[config.mk]
export PLATFORM = sky130hd
export DESIGN_NAME = add_share_sched
export DESIGN_NICKNAME = d
export VERILOG_FILES = /design/src/rtl/add_share_sched.sv
export SDC_FILE = /design/constraint.sdc
export NUM_CORES = 1
export LEC_CHECK = 0
export ABC_AREA = 1
export CORE_AREA = 3 3 167 169
export DETAILED_ROUTE_END_ITERATION = 10
export DIE_AREA = 0 0 170 172
export PLACE_DENSITY = 0.78
export SYNTH_ARGS = -nofsm -noshare
export SYNTH_HDL_FRONTEND = slang
export SYNTH_SLANG_ARGS = --single-unit
[constraint.sdc]
create_clock -name CLK -period 1.63 [get_ports CLK]
set_input_delay 0.2445 -clock CLK [delete_from_list [all_inputs] [get_ports CLK]]
set_output_delay 0.2445 -clock CLK [all_outputs]
set_load 0.005 [all_outputs]
[src/rtl/add_share_sched.sv]
// rtl/add_share_sched.sv - round-robin scheduler sharing one SIZE-bit adder for SIZE*CHUNKS-bit add/sub (option macro: ADD_SHARE_SUB_EN)
module add_share_sched #(
    parameter int SIZE   = 32,
    parameter int CHUNKS = 2
) (
    input  logic                   CLK,
    input  logic                   RST_N,
    input  logic                   REQ0_VALID,
    input  logic [SIZE*CHUNKS-1:0] REQ0_A,
    input  logic [SIZE*CHUNKS-1:0] REQ0_B,
    input  logic                   REQ0_SUB,
    input  logic                   REQ1_VALID,
    input  logic [SIZE*CHUNKS-1:0] REQ1_A,
    input  logic [SIZE*CHUNKS-1:0] REQ1_B,
    input  logic                   REQ1_SUB,
    output logic                   GNT0,
    output logic                   GNT1,
    output logic [SIZE-1:0]        ADD_A,
    output logic [SIZE-1:0]        ADD_B,
    output logic                   ADD_CIN,
    input  logic [SIZE-1:0]        ADD_SUM,
    input  logic                   ADD_COUT,
    output logic                   RES_VALID,
    input  logic                   RES_READY,
    output logic                   RES_ID,
    output logic [SIZE*CHUNKS-1:0] RES_SUM,
    output logic                   RES_COUT,
    output logic                   RES_OVF,
    output logic                   BUSY
);
    localparam int W  = SIZE * CHUNKS;
    localparam int CW = (CHUNKS > 1) ? $clog2(CHUNKS) : 1;
    localparam logic [CW-1:0] LAST_CHUNK = CW'(CHUNKS - 1);

    typedef enum logic [1:0] {IDLE, RUN, RESP} state_t;

    state_t          state_q;
    logic [W-1:0]    a_q;
    logic [W-1:0]    b_q;
    logic [W-1:0]    res_q;
    logic [CW-1:0]   cnt_q;
    logic            carry_q;
    logic            ovf_q;
    logic            id_q;
    logic            last_q;     // requester granted most recently (1 after reset so 0 wins first)

    logic            pick1;
    logic            any_valid;
    logic            gnt0;
    logic            gnt1;
    logic [W-1:0]    b_cap;
    logic            cin0;

`ifdef ADD_SHARE_SUB_EN
    logic            sub_q;
    logic            sub_cap;
`else
    logic            unused_sub;
    assign unused_sub = REQ0_SUB ^ REQ1_SUB;
`endif

    // Round-robin pick; grant only in IDLE and never while reset is asserted
    always_comb begin
        any_valid = REQ0_VALID || REQ1_VALID;
        if (REQ0_VALID && REQ1_VALID) begin
            pick1 = ~last_q;
        end else begin
            pick1 = REQ1_VALID;
        end
        gnt0 = RST_N && (state_q == IDLE) && any_valid && !pick1;
        gnt1 = RST_N && (state_q == IDLE) && any_valid && pick1;
    end

    // Effective B operand (inverted for subtraction) and chunk-0 carry-in
    always_comb begin
`ifdef ADD_SHARE_SUB_EN
        sub_cap = pick1 ? REQ1_SUB : REQ0_SUB;
        b_cap   = (pick1 ? REQ1_B : REQ0_B) ^ {W{sub_cap}};
        cin0    = sub_q;
`else
        b_cap   = pick1 ? REQ1_B : REQ0_B;
        cin0    = 1'b0;
`endif
    end

    // Drive the shared adder with the current chunk only while running
    always_comb begin
        ADD_A   = '0;
        ADD_B   = '0;
        ADD_CIN = 1'b0;
        if (state_q == RUN) begin
            ADD_A   = a_q[cnt_q*SIZE +: SIZE];
            ADD_B   = b_q[cnt_q*SIZE +: SIZE];
            ADD_CIN = (cnt_q == '0) ? cin0 : carry_q;
        end
    end

    // Scheduler FSM: capture on grant, one adder pass per chunk, hold result until accepted
    always_ff @(posedge CLK or negedge RST_N) begin
        if (!RST_N) begin
            state_q <= IDLE;
            a_q     <= '0;
            b_q     <= '0;
            res_q   <= '0;
            cnt_q   <= '0;
            carry_q <= 1'b0;
            ovf_q   <= 1'b0;
            id_q    <= 1'b0;
            last_q  <= 1'b1;
`ifdef ADD_SHARE_SUB_EN
            sub_q   <= 1'b0;
`endif
        end else begin
            case (state_q)
                IDLE: begin
                    if (gnt0 || gnt1) begin
                        a_q     <= pick1 ? REQ1_A : REQ0_A;
                        b_q     <= b_cap;
                        id_q    <= pick1;
                        cnt_q   <= '0;
`ifdef ADD_SHARE_SUB_EN
                        sub_q   <= sub_cap;
`endif
                        state_q <= RUN;
                    end
                end
                RUN: begin
                    res_q[cnt_q*SIZE +: SIZE] <= ADD_SUM;
                    carry_q <= ADD_COUT;
                    if (cnt_q == LAST_CHUNK) begin
                        // Signed overflow from the top chunk's sign bits
                        ovf_q   <= (a_q[W-1] == b_q[W-1]) && (ADD_SUM[SIZE-1] != a_q[W-1]);
                        state_q <= RESP;
                    end else begin
                        cnt_q <= cnt_q + 1'b1;
                    end
                end
                RESP: begin
                    if (RES_READY) begin
                        last_q  <= id_q;
                        state_q <= IDLE;
                    end
                end
                default: state_q <= IDLE;
            endcase
        end
    end

    assign GNT0      = gnt0;
    assign GNT1      = gnt1;
    assign RES_VALID = (state_q == RESP);
    assign BUSY      = (state_q != IDLE);
    assign RES_ID    = id_q;
    assign RES_SUM   = res_q;
    assign RES_COUT  = carry_q;
    assign RES_OVF   = ovf_q;

endmodule

==> impl_metrics.py <==
metrics = {
    "setup_path": {
        "path_cells": "inv_2, nand2_4, nor2_4, buf_12, buf_6, buf_6, clkbuf_16, nand2_1, nand2_1, buf_2",
        "critPathKind": "register to output port",
        "worst_ep_arrival_time_ps": 1890,
        "worstPathRequired_ps": 1390,
        "end_kind": "output port",
        "cp_max_fo": 8,
        "critPathSlowestCell": "dfrtp_1",
        "critPathLaunchType": "register",
        "slowest_delay_ps": 390,
    },
    "global_route": {
        "overflow": 0,
        "met1_usage_pct": 32.42,
        "grt_pass1_vias": 10950,
        "grt_max_degree": 115,
        "use_met3_pct": 5.121,
        "gr-usage-met2_pct": 44.35,
        "grt_pass1_wl_mm": 59.06,
        "grtUsageTotal_pct": 25.94,
        "grt_antenna_before_repair": 0,
        "top_usage_layer": "met2",
    },
    "timing": {
        "fin_crit_sh_pct": 130.8,
        "grt_setup_unrepaired": "yes",
        "relSlewSlack_pct": 56.64,
        "worst_clock_skew_ps": 12.97,
        "slew_viol_final": 0,
        "setup-violations-final": 198,
        "fmax_ghz": 0.4692,
        "setup_ws_ps": -501.3,
        "worstMarginPinSlew_ps": 650.4,
        "min_period_ps": 2131,
        "finalHoldViolCount": 0,
    },
    "placed_design": {
        "dp_hpwl_mm": 27.28,
        "globalplace.congestion": 0.8856,
        "io_buffer_count": 429,
        "post_dp_cell_area_um2": 14990,
        "dp_cells": 2188,
    },
    "power": {
        "power_leakage_uw": 0.008807,
        "seqPwrFrac_pct": 35.3,
        "peakVddDrop_v": 0.0007352,
        "p_sw_share_pct": 37.69,
        "p_per_area_nw_per_um2": 1502,
        "p_sw_uw": 9455,
        "p_int_uw": 15630,
        "combPwrFrac_pct": 48.1,
        "p_clk_share_pct": 16.6,
    },
    "yosys": {
        "yosys-top-cells-count": "nand2_1, dfrtp_1, nand3_1, buf_2, o21ai_1",
        "yosysTopAreaCellShare_pct": 49.07,
        "synthTopCellsByArea": "dfrtp_1, nand2_1, nand3_1",
        "synth_edf_count": 0,
        "ys_types": 18,
        "ys_async_sr_fraction_pct": 100.0,
        "synth-seq-cells": 199,
        "synth_flop_cell": "dfrtp_1",
        "synth-seq-area-share_pct": 49.33,
        "synthCells": 1458,
        "yosysMostFrequentCell": "nand2_1",
        "yosysWarnings": 0,
        "syn_area_um2": 10100,
        "syn-num-nets": 1754,
        "yosysTopAreaCell": "dfrtp_1",
        "syn_avg_cell_area_um2": 6.925,
    },
    "final_layout": {
        "final_util_pct": 62.50,
        "fillers": 2291,
        "drive_gt1_share_pct": 15.10,
        "nNetsFinal": 2224,
        "syn2layout_area_growth_pct": 65.42,
        "design_area_um2": 16700,
        "antennaDiodeCount": 0,
        "seq_area_um2": 4982,
        "layoutNonFillerInstCount": 2281,
        "multi_input_area_um2": 4763,
    },
    "clocking": {
        "clock_path_buffers": 2,
        "clk_latency_ps": 430,
        "cts-root-buf": "clkbuf_16",
        "cts.clk_slew.worst_paths_ps": 80,
        "htreeDepth": 4,
        "cts_buffers": 17,
        "cts_sinks": 199,
        "cts_tree": "done",
    },
    "detailed_routing": {
        "drc": 0,
        "initialDrtViolationCount": 935,
        "ant_nets": 0,
        "wl_mm": 41.67,
        "first_pass_iters": 5,
        "wl_per_cell_um": 18.27,
        "vias": 11360,
        "viasPerCell": 4.979,
    },
    "floorplanning": {
        "die_w_um": 170,
        "die_h_um": 172,
        "core-area_um2": 26730,
        "rows": 60,
        "dieArea_um2": 29240,
        "io_pins": 432,
        "initial_core_util_pct": 37.78,
    },
    "outcome": {
        "violations": "setup timing",
        "status": "complete, but fails checks",
    },
    "worst_hold_path": {
        "hp-class": "input pin to register",
    },
    "flow_run": {
        "max_cap_violations": 0,
    },
}
## sequential cells by signal, indices dropped and copies added, names as in the netlist, 2 cells and up
signal / flops
state_q: 2
a_q: 64
b_q: 64
RES_SUM: 64
## power by group through the flow
stage / clock network, uW / registers [uW] / logic [uW]
floorplan: 0 / 8410 / 4600
global placement: 0 / 8760 / 9830
detailed placement: 0 / 8770 / 10100
CTS: 4240 / 8740 / 10700
global route: 4450 / 9090 / 13200
finish: 4170 / 8860 / 12100
## layout by cell type (no fill, tap or decap), types with 9 or more instances in the layout
cell type	netlist	final
nand2_1	911	852
clkdlybuf4s50_1	0	358
dfrtp_1	198	197
nand3_1	130	130
buf_2	54	48
nand2_2	1	44
o21ai_1	39	40
buf_4	9	39
inv_1	38	38
buf_6	2	34
clkbuf_16	0	32
o21ai_0	29	27
buf_12	0	25
nand2_4	1	16
buf_16	0	9
## timing repair
item | 4_1_cts | 5_1_grt
endpoints found under the setup margin | 168 | 237
buffers inserted | 11 | 33
resized for setup | 209 | 188
hold endpoints to repair | 157 | 0
pin swaps | 4 | 26
hold buffers | 1 | 0
cloned | 8 | 17
## critical path, delay by kind of cell, from the launching register on
| kind | cells | cell delay [ps] |
|---|---|---|
| buf+inv | 6 | 670 |
| simple gates | 4 | 400 |
| flops | 1 | 390 |
## final cells by class
class | count | share of cell area, %
inverters | 41 | 0.9214
clock inverters | 12 | 0.6667
multi-input cells | 1122 | 28.52
repair buffers | 547 | 34.80
well taps | 341 | 2.554
clock buffers | 19 | 2.712
flip-flops and latches | 199 | 29.83
## layer usage
layer / vias up / wire (um)
met5: - / 5
met4: 2 / 1702
met3: 91 / 3072
met2: 533 / 20350
met1: 5295 / 16550
li1: 5435 / -
## kinds of logic (layout without fill, tap and decap cells)
group | after synthesis | after routing | share of synthesized area [%]
simple gates | 1053 | 1053 | 40.98
flops | 199 | 199 | 49.33
buf+inv | 137 | 619 | 6.245
compound gates | 69 | 69 | 3.445
## per-stage QoR
| step | hold WS [ps] | TNS (ps) | power, uW | setup slack [ps] |
|---|---|---|---|---|
| 2_1_floorplan | -51.09 | 0 | 13010 | 218.5 |
| 6_report | 289.6 | -45760 | 25080 | -501.3 |
| 4_1_cts | 276.7 | -54960 | 23720 | -687.8 |
| 3_3_place_gp | 347.2 | -26140 | 18590 | -275.5 |
| 5_1_grt | 305.5 | -61060 | 26740 | -606.5 |
| 3_5_place_dp | 350.3 | -29400 | 18850 | -309.0 |
## final timing paths
kind	slack, ps	cells after the start	end	startpoint
worst max register to register	-230	12	a_q[42]	state_q[0]
worst max-delay path	-500	10	ADD_B[19]	state_q[1]
worst min-delay path	290	6	RES_ID	RST_N
max in group asynchronous	490	3	b_q[44]	RST_N
min in group asynchronous	560	3	a_q[7]	RST_N
worst min register to register	480	2	RES_OVF	RES_OVF
Power figures use the tool's default switching activity.
